[src/rtl/serial_adder_pkg.sv]
// Shared types and helpers for the bit-serial adder: FSM state encoding,
// maximum supported width and the bit-counter width function.
package serial_adder_pkg;

    typedef enum logic [1:0] {
        IDLE = 2'd0,
        ADD  = 2'd1,
        DONE = 2'd2
    } state_t;

    localparam int WIDTH_MAX = 32;

    // Counter must index bits 0..w-1; a 1-bit operand still needs a 1-bit counter.
    function automatic int cnt_width(input int w);
        return (w <= 1) ? 1 : $clog2(w);
    endfunction

endpackage

[src/rtl/ha_cell.sv]
// Combinational half-adder cell; the only arithmetic resource in the serial adder.
module ha_cell (
    input  logic a,
    input  logic b,
    output logic s,
    output logic c
);

    assign s = a ^ b;
    assign c = a & b;

endmodule

[src/rtl/serial_adder_ctrl.sv]
// Bit-serial adder controller: one shared full adder (two ha_cell + OR) walked LSB-first
// over WIDTH cycles. Optional subtraction via macro SERIAL_ADDER_SUB_EN (adds port 'sub').
module serial_adder_ctrl
    import serial_adder_pkg::*;
#(
    parameter int WIDTH = 8
) (
    input  logic             clk,
    input  logic             rst,
`ifdef SERIAL_ADDER_SUB_EN
    input  logic             sub,
`endif
    input  logic             in_valid,
    output logic             in_ready,
    input  logic [WIDTH-1:0] a,
    input  logic [WIDTH-1:0] b,
    output logic             out_valid,
    input  logic             out_ready,
    output logic [WIDTH-1:0] sum,
    output logic             cout,
    output logic             busy
);

    localparam int CNT_W = cnt_width(WIDTH);

    state_t             state_reg;
    state_t             state_next;
    logic [WIDTH-1:0]   a_reg;
    logic [WIDTH-1:0]   b_reg;
    logic [WIDTH-1:0]   sum_reg;
    logic [WIDTH-1:0]   sum_next;
    logic               carry_reg;
    logic               cout_reg;
    logic [CNT_W-1:0]   cnt_reg;
    logic               sub_bit;
    logic               last_bit;
    logic               ha0_s;
    logic               ha0_c;
    logic               fa_s;
    logic               ha1_c;
    logic               fa_c;

`ifdef SERIAL_ADDER_SUB_EN
    assign sub_bit = sub;
`else
    assign sub_bit = 1'b0;
`endif

    assign last_bit = (cnt_reg == CNT_W'(WIDTH - 1));

    ha_cell u_ha0 (
        .a (a_reg[cnt_reg]),
        .b (b_reg[cnt_reg]),
        .s (ha0_s),
        .c (ha0_c)
    );

    ha_cell u_ha1 (
        .a (ha0_s),
        .b (carry_reg),
        .s (fa_s),
        .c (ha1_c)
    );

    assign fa_c = ha0_c | ha1_c;

    // New bit enters at the MSB so that after WIDTH shifts bit 0 lands at sum[0].
    generate
        if (WIDTH == 1) begin : g_shift_one
            assign sum_next = fa_s;
        end else begin : g_shift_many
            assign sum_next = {fa_s, sum_reg[WIDTH-1:1]};
        end
    endgenerate

    always_ff @(posedge clk or posedge rst) begin
        if (rst) begin
            state_reg <= IDLE;
        end else begin
            state_reg <= state_next;
        end
    end

    always_comb begin
        state_next = state_reg;
        case (state_reg)
            IDLE:    if (in_valid) state_next = ADD;
            ADD:     if (last_bit) state_next = DONE;
            DONE:    if (out_ready) state_next = IDLE;
            default: state_next = IDLE;
        endcase
    end

    always_ff @(posedge clk or posedge rst) begin
        if (rst) begin
            a_reg     <= '0;
            b_reg     <= '0;
            sum_reg   <= '0;
            carry_reg <= 1'b0;
            cout_reg  <= 1'b0;
            cnt_reg   <= '0;
        end else begin
            case (state_reg)
                IDLE: begin
                    if (in_valid) begin
                        // Subtraction is a + ~b + 1: invert b here, seed carry with 1.
                        a_reg     <= a;
                        b_reg     <= b ^ {WIDTH{sub_bit}};
                        carry_reg <= sub_bit;
                        cnt_reg   <= '0;
                    end
                end
                ADD: begin
                    sum_reg   <= sum_next;
                    carry_reg <= fa_c;
                    if (last_bit) begin
                        cout_reg <= fa_c;
                    end else begin
                        cnt_reg <= cnt_reg + CNT_W'(1);
                    end
                end
                default: ;
            endcase
        end
    end

    assign in_ready  = (state_reg == IDLE);
    assign out_valid = (state_reg == DONE);
    assign busy      = (state_reg != IDLE);
    assign sum       = sum_reg;
    assign cout      = cout_reg;

endmodule

[config.mk]
export PLATFORM = sky130hd
export DESIGN_NAME = serial_adder_ctrl
export DESIGN_NICKNAME = d
export VERILOG_FILES = /design/src/rtl/serial_adder_pkg.sv /design/src/rtl/ha_cell.sv /design/src/rtl/serial_adder_ctrl.sv
export SDC_FILE = /design/constraint.sdc
export NUM_CORES = 1
export LEC_CHECK = 0
export BUFFER_PORTS_ARGS = -buffer_cell sky130_fd_sc_hd__buf_2
export CORE_ASPECT_RATIO = 0.6
export CORE_MARGIN = 3
export CORE_UTILIZATION = 35
export DETAILED_ROUTE_END_ITERATION = 8
export GPL_TIMING_DRIVEN = 0
export PLACE_DENSITY_LB_ADDON = 0.12
export SYNTH_ARGS = -nofsm -noshare
export SYNTH_HDL_FRONTEND = slang
export SYNTH_HIERARCHICAL = 1
export SYNTH_SLANG_ARGS = --single-unit
[constraint.sdc]
create_clock -name clk -period 2.2 [get_ports clk]
set_clock_uncertainty 0.05 [all_clocks]
set_input_delay 0.11 -clock clk [delete_from_list [all_inputs] [get_ports clk]]
set_output_delay 0.11 -clock clk [all_outputs]
set_load 0.02 [all_outputs]
==> results of run 1 <==
-- cell type report --
| class | instances | area [um2] | area share [%] |
|---|---|---|---|
| Multi-Input combinational cell | 66 | 577 | 33.0 |
| Clock buffer | 5 | 68.8 | 3.93 |
| Tap cell | 47 | 58.8 | 3.36 |
| Sequential cell | 31 | 776 | 44.3 |
| Timing Repair Buffer | 35 | 208 | 11.9 |
| Inverter | 4 | 15.0 | 0.858 |
| Clock inverter | 3 | 15.0 | 0.858 |
| Buffer | 4 | 31.3 | 1.79 |
-- worst min path at each step --
stage / cells after the start / to / slack [ns] / from
final: 2 / a_reg[3] / 0.01 / a[3]
after global routing: 2 / b_reg[1] / 0.007 / b[1]
after CTS: 2 / b_reg[3] / 0.004 / b[3]
after detailed placement: 2 / a_reg[3] / 0.30 / a[3]
after global placement: 2 / a_reg[6] / 0.29 / a[6]
after floorplan: 1 / a_reg[0] / 0.16 / rst
-- cells by family (layout without fill, tap and decap cells) --
kind of cell | after synthesis | count (layout) | synth area share, %
AOI/OAI and AO/OA | 6 | 6 | 3.15
muxes | 23 | 23 | 23.0
adders and majority gates | 4 | 4 | 3.60
DFF | 31 | 31 | 55.8
buffers and inverters | 8 | 51 | 3.33
and+or+nand+nor | 33 | 33 | 11.2
-- layout by cell type, fill, tap and decap left out --
cell type	instances
nor3b_2	1
dlygate4sd3_1	1
nand2_1	25
a31oi_1	1
nor2_2	1
clkinv_2	3
buf_6	2
and2b_1	1
mux2_4	1
buf_2	32
ha_1	3
clkbuf_1	1
or2b_1	1
buf_16	1
or2_2	1
mux2_2	18
buf_4	2
nor2_1	1
clkbuf_8	5
mux4_2	4
ha_4	1
nor3b_4	1
a22o_1	3
a21oi_1	1
dfrtp_1	31
inv_1	4
o22ai_1	1
nor2b_1	1
-- power groups by stage --
stage	Sequential (mW)	Clock (mW)	Combinational, mW
2_1_floorplan	1.09	0	0.831
3_3_place_gp	1.03	0	1.15
3_5_place_dp	1.05	0	1.19
4_1_cts	1.05	0.436	1.25
5_1_grt	1.09	0.472	1.45
6_report	1.05	0.420	1.31
-- worst reg2reg max path, cell delays in order (launching register included) --
cell	delay [ns]
dfrtp_1	0.36
buf_6	0.14
mux4_2	0.51
mux2_4	0.30
ha_4	0.24
ha_1	0.20
nor2_2	0.13
a31oi_1	0.09
-- stage by stage --
| step | cell area [um2] | power [mW] |
|---|---|---|
| global route | 1750 | 3.02 |
| global placement | 1600 | 2.18 |
| finish | 1750 | 2.78 |
| CTS | 1680 | 2.73 |
| detailed placement | 1600 | 2.24 |
| floorplan | 1390 | 1.92 |
-- routing by layer --
| metal | global-route usage, % | up-vias |
|---|---|---|
| li1 | - | 442 |
| met3 | 4.96 | 4 |
| met5 | 0 | - |
| met4 | 3.83 | 0 |
| met1 | 16.9 | 436 |
| met2 | 18.1 | 24 |
-- repair_timing --
action / 4_1_cts / 5_1_grt
hold buffers: 0 / 1
setup endpoints to repair: 3 / 3
pin swaps: 1 / 1
hold endpoints to repair: 0 / 8
buffers inserted: 1 / 1
gates resized for setup: 5 / 3
==> results.sh, run 1 <==
export IMPL_fin_nets=171
export IMPL_fp_dieW_um=87.4
export IMPL_synth_area_um2=1390
export IMPL_tightest_slew_ns=0.543
export IMPL_reg2reg_from="cnt_reg[0]"
export IMPL_startpoint="cnt_reg[0]"
export IMPL_clkSlewWorstSetupHoldPaths_ns=0.07
export IMPL_pwr_share_clk_pct=15.1
export IMPL_hpwl_mm=1.85
export IMPL_core_area_um2=3740
export IMPL_crit_arrival_ns=2.23
export IMPL_die_area_um2=4790
export IMPL_grt_pass1_wl_mm=4.33
export IMPL_cts_sinks=31
export IMPL_gp_congestion=0.644
export IMPL_io_pins=32
export IMPL_cp_required_ns=2.30
export IMPL_p_per_area_nw_per_um2=1590
export IMPL_row_count=17
export IMPL_async_flop_share_pct=100
export IMPL_p_comb_share_pct=47.2
export IMPL_crit_path_top_delay_cell="mux4_2"
export IMPL_max_freq_mhz=469
export IMPL_diodes=0
export IMPL_crit_path_end="cout"
export IMPL_synth_cells=105
export IMPL_die_y_um=54.8
export IMPL_drt_iter0_drc=32
export IMPL_wl_met2_mm=1.14
export IMPL_ant_nets=0
export IMPL_crit_family="multiplexers"
export IMPL_synth_top_flop_cell="dfrtp_1"
export IMPL_p_leak_nw=0.867
export IMPL_port_buffers=31
export IMPL_whs_ns=0.0100
export IMPL_status="complete, no violations"
export IMPL_switching_share_pct=36.4
export IMPL_fin_cells=195
export IMPL_yosysTopAreaCell="dfrtp_1"
export IMPL_clock_path_buffers=2
export IMPL_fillers=360
export IMPL_synth_most_common_cell="dfrtp_1"
export IMPL_detail_route_vias_per_cell=4.65
export IMPL_rsz0062_at_grt="yes"
export IMPL_synth_common_cells="dfrtp_1 (31), nand2_1 (25), mux2_2 (19)"
export IMPL_slew_violations=0
export IMPL_post_route_cells_drive_above_1_share_pct=49.3
export IMPL_ys_types=20
export IMPL_drc=0
export IMPL_timing_final_ws_setup_ns=0.0697
export IMPL_cpPeakStageDelay_ns=0.51
export IMPL_cts_tree="done"
export IMPL_ys_seq_area_share_pct=55.8
export IMPL_root_buffer="clkbuf_8"
export IMPL_finalSetupTns_ns=0
export IMPL_synth_top_area_share_pct=55.8
export IMPL_wl_per_cell_um=13.8
export IMPL_top_layer="met4"
export IMPL_synth_area_leaders="dfrtp_1 (56%), mux2_2 (15%), mux4_1 (7.6%)"
export IMPL_setup_viol=0
export IMPL_min_period_over_period_pct=96.8
export IMPL_clk_latency_ns=0.27
export IMPL_place_ws_ns=-0.113
export IMPL_wl_met1_mm=1.36
export IMPL_overflow=0
export IMPL_synth_edff_count=0
export IMPL_critPathKind="flip-flop to flip-flop"
export IMPL_min_path_type="primary input to flip-flop"
export IMPL_antenna_found_initial=0
export IMPL_routed_wl_mm=2.70
export IMPL_maxCapViolCount=0
export IMPL_syn2layout_area_growth_pct=25.8
export IMPL_drt_first_pass_iters=4
export IMPL_r2r_cells=7
export IMPL_switching_power_mw=1.01
export IMPL_dr_wl_met3_um=179
export IMPL_numCtsBuffers=5
export IMPL_cp_max_fo=5
export IMPL_crit_cells=7
export IMPL_p_int_mw=1.77
export IMPL_htreeDepth=2
export IMPL_ys_seq_elements=31
export IMPL_dp_cells=183
export IMPL_synth_avg_cell_area_um2=13.2
export IMPL_seq_power_share_pct=37.7
export IMPL_ir_drop_v=0.000686
export IMPL_vias=906
export IMPL_synth_nets=129
export IMPL_rrSetupSlack_ns=0.07
export IMPL_critPathCaptureType="flip-flop"
export IMPL_critPathLaunchType="flip-flop"
export IMPL_grt_pass1_vias=871
export IMPL_grt_usage_pct=12.4
export IMPL_r2r_end="cout"
export IMPL_initial_core_util_pct=37.1
export IMPL_hold_viol=0
export IMPL_min_period_ns=2.13
export IMPL_path_cells="buf_6, mux4_2, mux2_4, ha_4, ha_1, nor2_2, a31oi_1"
export IMPL_finish_utilization_pct=46.7
export IMPL_worst_path_buf_inv=1
export IMPL_yosysWarnings=6
export IMPL_max_slew_margin_pct=63.8
export IMPL_grt_max_degree=32
Note: power is estimated with default switching activity, not from simulation.
==> inputs of run 2 (changes only) <==
--- a/config.mk
+++ b/config.mk
@@ -12,6 +12,7 @@
 export DETAILED_ROUTE_END_ITERATION = 8
 export GPL_TIMING_DRIVEN = 0
 export PLACE_DENSITY_LB_ADDON = 0.12
+export REMOVE_ABC_BUFFERS = 1
 export SYNTH_ARGS = -nofsm -noshare
 export SYNTH_HDL_FRONTEND = slang
 export SYNTH_HIERARCHICAL = 1
==> constraint.sdc (replaced) <==
create_clock -name clk -period 2.2 [get_ports clk]
set_clock_uncertainty 0.05 [all_clocks]
set_input_delay 0.11 -clock clk [delete_from_list [all_inputs] [get_ports clk]]
set_output_delay 0.11 -clock clk [all_outputs]
set_load 0.005 [all_outputs]
==> run 2 against run 1 <==
- clock-buffer cell count rose by 1
- worst setup slack better by 0.051 ns
- sequential share of layout area is 2.0 points higher
- final area shrank 4.1%
- via count down 2.0%
- clock power is 6.0% lower
- register-to-register slack better by 0.05 ns
- largest power group unchanged
- cell count is 4.6% lower
- combinational power decreased by 12%
- core utilization down 1.9 points
- global-route usage down 0.13 points
- wire length is 7.7% lower
==> results.sh, run 2 (synthesis results as in run 1) <==
export IMPL_rrSetupSlack_ns=0.12
export IMPL_fp_dieW_um=87.4
export IMPL_cp_required_ns=2.27
export IMPL_drc=0
export IMPL_cts_tree="done"
export IMPL_clk_latency_ns=0.28
export IMPL_wl_met2_mm=1.04
export IMPL_die_y_um=54.8
export IMPL_routed_wl_mm=2.49
export IMPL_layout_commonest_cell="buf_2"
export IMPL_overflow=0
export IMPL_max_freq_mhz=481
export IMPL_fin_nets=164
export IMPL_clock_path_buffers=2
export IMPL_diodes=0
export IMPL_dp_cells=179
export IMPL_row_count=17
export IMPL_p_per_area_nw_per_um2=1560
export IMPL_root_buffer="clkbuf_8"
export IMPL_rsz0062_at_grt="no"
export IMPL_switching_power_mw=0.867
export IMPL_r2r_cells=6
export IMPL_p_comb_share_pct=44.1
export IMPL_die_area_um2=4790
export IMPL_p_leak_nw=0.819
export IMPL_min_path_type="primary input to flip-flop"
export IMPL_critPathCaptureType="flip-flop"
export IMPL_grt_max_degree=32
export IMPL_crit_arrival_ns=2.15
export IMPL_gp_congestion=0.679
export IMPL_post_route_cells_drive_above_1_share_pct=48.9
export IMPL_initial_core_util_pct=37.1
export IMPL_vias=888
export IMPL_dr_wl_met3_um=137
export IMPL_hpwl_mm=1.74
export IMPL_design_area_um2=1680
export IMPL_grt_usage_pct=12.3
export IMPL_critPathLaunchType="flip-flop"
export IMPL_cp_max_fo=5
export IMPL_switching_share_pct=33.2
export IMPL_htreeDepth=2
export IMPL_detail_route_vias_per_cell=4.77
export IMPL_port_buffers=31
export IMPL_min_period_over_period_pct=94.5
export IMPL_drt_iter0_drc=39
export IMPL_grt_pass1_wl_mm=4.23
export IMPL_antenna_found_initial=0
export IMPL_drt_first_pass_iters=4
export IMPL_seq_power_share_pct=40.8
export IMPL_numCtsBuffers=5
export IMPL_cts_hold_buf=0
export IMPL_ant_nets=0
export IMPL_grt_pass1_vias=884
export IMPL_top_layer="met4"
export IMPL_core_area_um2=3740
export IMPL_final_cell_mix="buf_2 (31), dfrtp_1 (30), nand2_1 (25)"
export IMPL_cts_sinks=31
export IMPL_whs_ns=0.0116
export IMPL_max_slew_margin_pct=22.8
export IMPL_wl_per_cell_um=13.4
export IMPL_pwr_share_clk_pct=15.1
export IMPL_wl_met1_mm=1.25
export IMPL_holdPathStages=2
export IMPL_dpl_instance_area_um2=1570
export IMPL_tightest_slew_ns=1.16
export IMPL_p_int_mw=1.74
export IMPL_maxCapViolCount=0
export IMPL_finalSetupTns_ns=0
export IMPL_clkSlewWorstSetupHoldPaths_ns=0.06
export IMPL_ir_drop_v=0.000630
export IMPL_status="complete, no violations"
export IMPL_fin_cells=186
export IMPL_slew_violations=0
export IMPL_setup_viol=0
export IMPL_critPathKind="flip-flop to flip-flop"
export IMPL_io_pins=32
export IMPL_min_period_ns=2.08
export IMPL_hold_viol=0
export IMPL_syn2layout_area_growth_pct=20.6
## run 2: what timing repair did
action                                  in CTS  in global routing
endpoints found under the setup margin       3                  4
gates resized for setup                      4                  8
pin swaps                                    0                  2
buffers inserted                             1                  0
## run 2: through the flow
| step | total power, mW | util, % | worst slack [ns] |
|---|---|---|---|
| 2_1_floorplan | 1.76 | - | 0.0650 |
| 6_report | 2.61 | 44.8 | 0.121 |
| 5_1_grt | 2.87 | 44.8 | 0.0305 |
| 3_5_place_dp | 2.06 | 42.0 | -0.168 |
| 3_3_place_gp | 2.03 | 42.0 | -0.140 |
| 4_1_cts | 2.51 | 44.1 | 0.00421 |
## run 2: area by class of cell
type,count,area (um2)
timing repair buffer,32,163
multi-input combinational,66,591
tap,47,58.8
clock buffer,6,72.6
sequential,31,777
inverter,4,15.0
fill,359,2070
## run 2: metal layers
metal,vias to the layer above,GRT usage (%)
met2,21,16.5
met1,433,16.5
met4,0,7.65
met5,-,0
met3,7,4.66
li1,427,-
## run 2: power by group through the flow
stage | registers (mW) | clock network [mW] | logic, mW
floorplan | 1.01 | 0 | 0.748
finish | 1.06 | 0.395 | 1.15
CTS | 1.06 | 0.418 | 1.03
detailed placement | 1.06 | 0 | 0.992
global placement | 1.05 | 0 | 0.977
global route | 1.11 | 0.441 | 1.32
## run 2: path summary, 6_finish.rpt
kind                             from         end
min                              a[2]    a_reg[2]
max                        cnt_reg[0]        cout
min reg2reg                    sum[0]      sum[0]
min in group asynchronous         rst    a_reg[7]
max in group asynchronous         rst  cnt_reg[0]
max reg2reg                cnt_reg[0]        cout
## run 2: critical path, cell delays in order, from the launching register on
cell     delay (ns)
dfrtp_2        0.44
mux4_2         0.54
mux2_4         0.30
ha_4           0.23
ha_2           0.19
nor2_4         0.09
a31oi_1        0.08
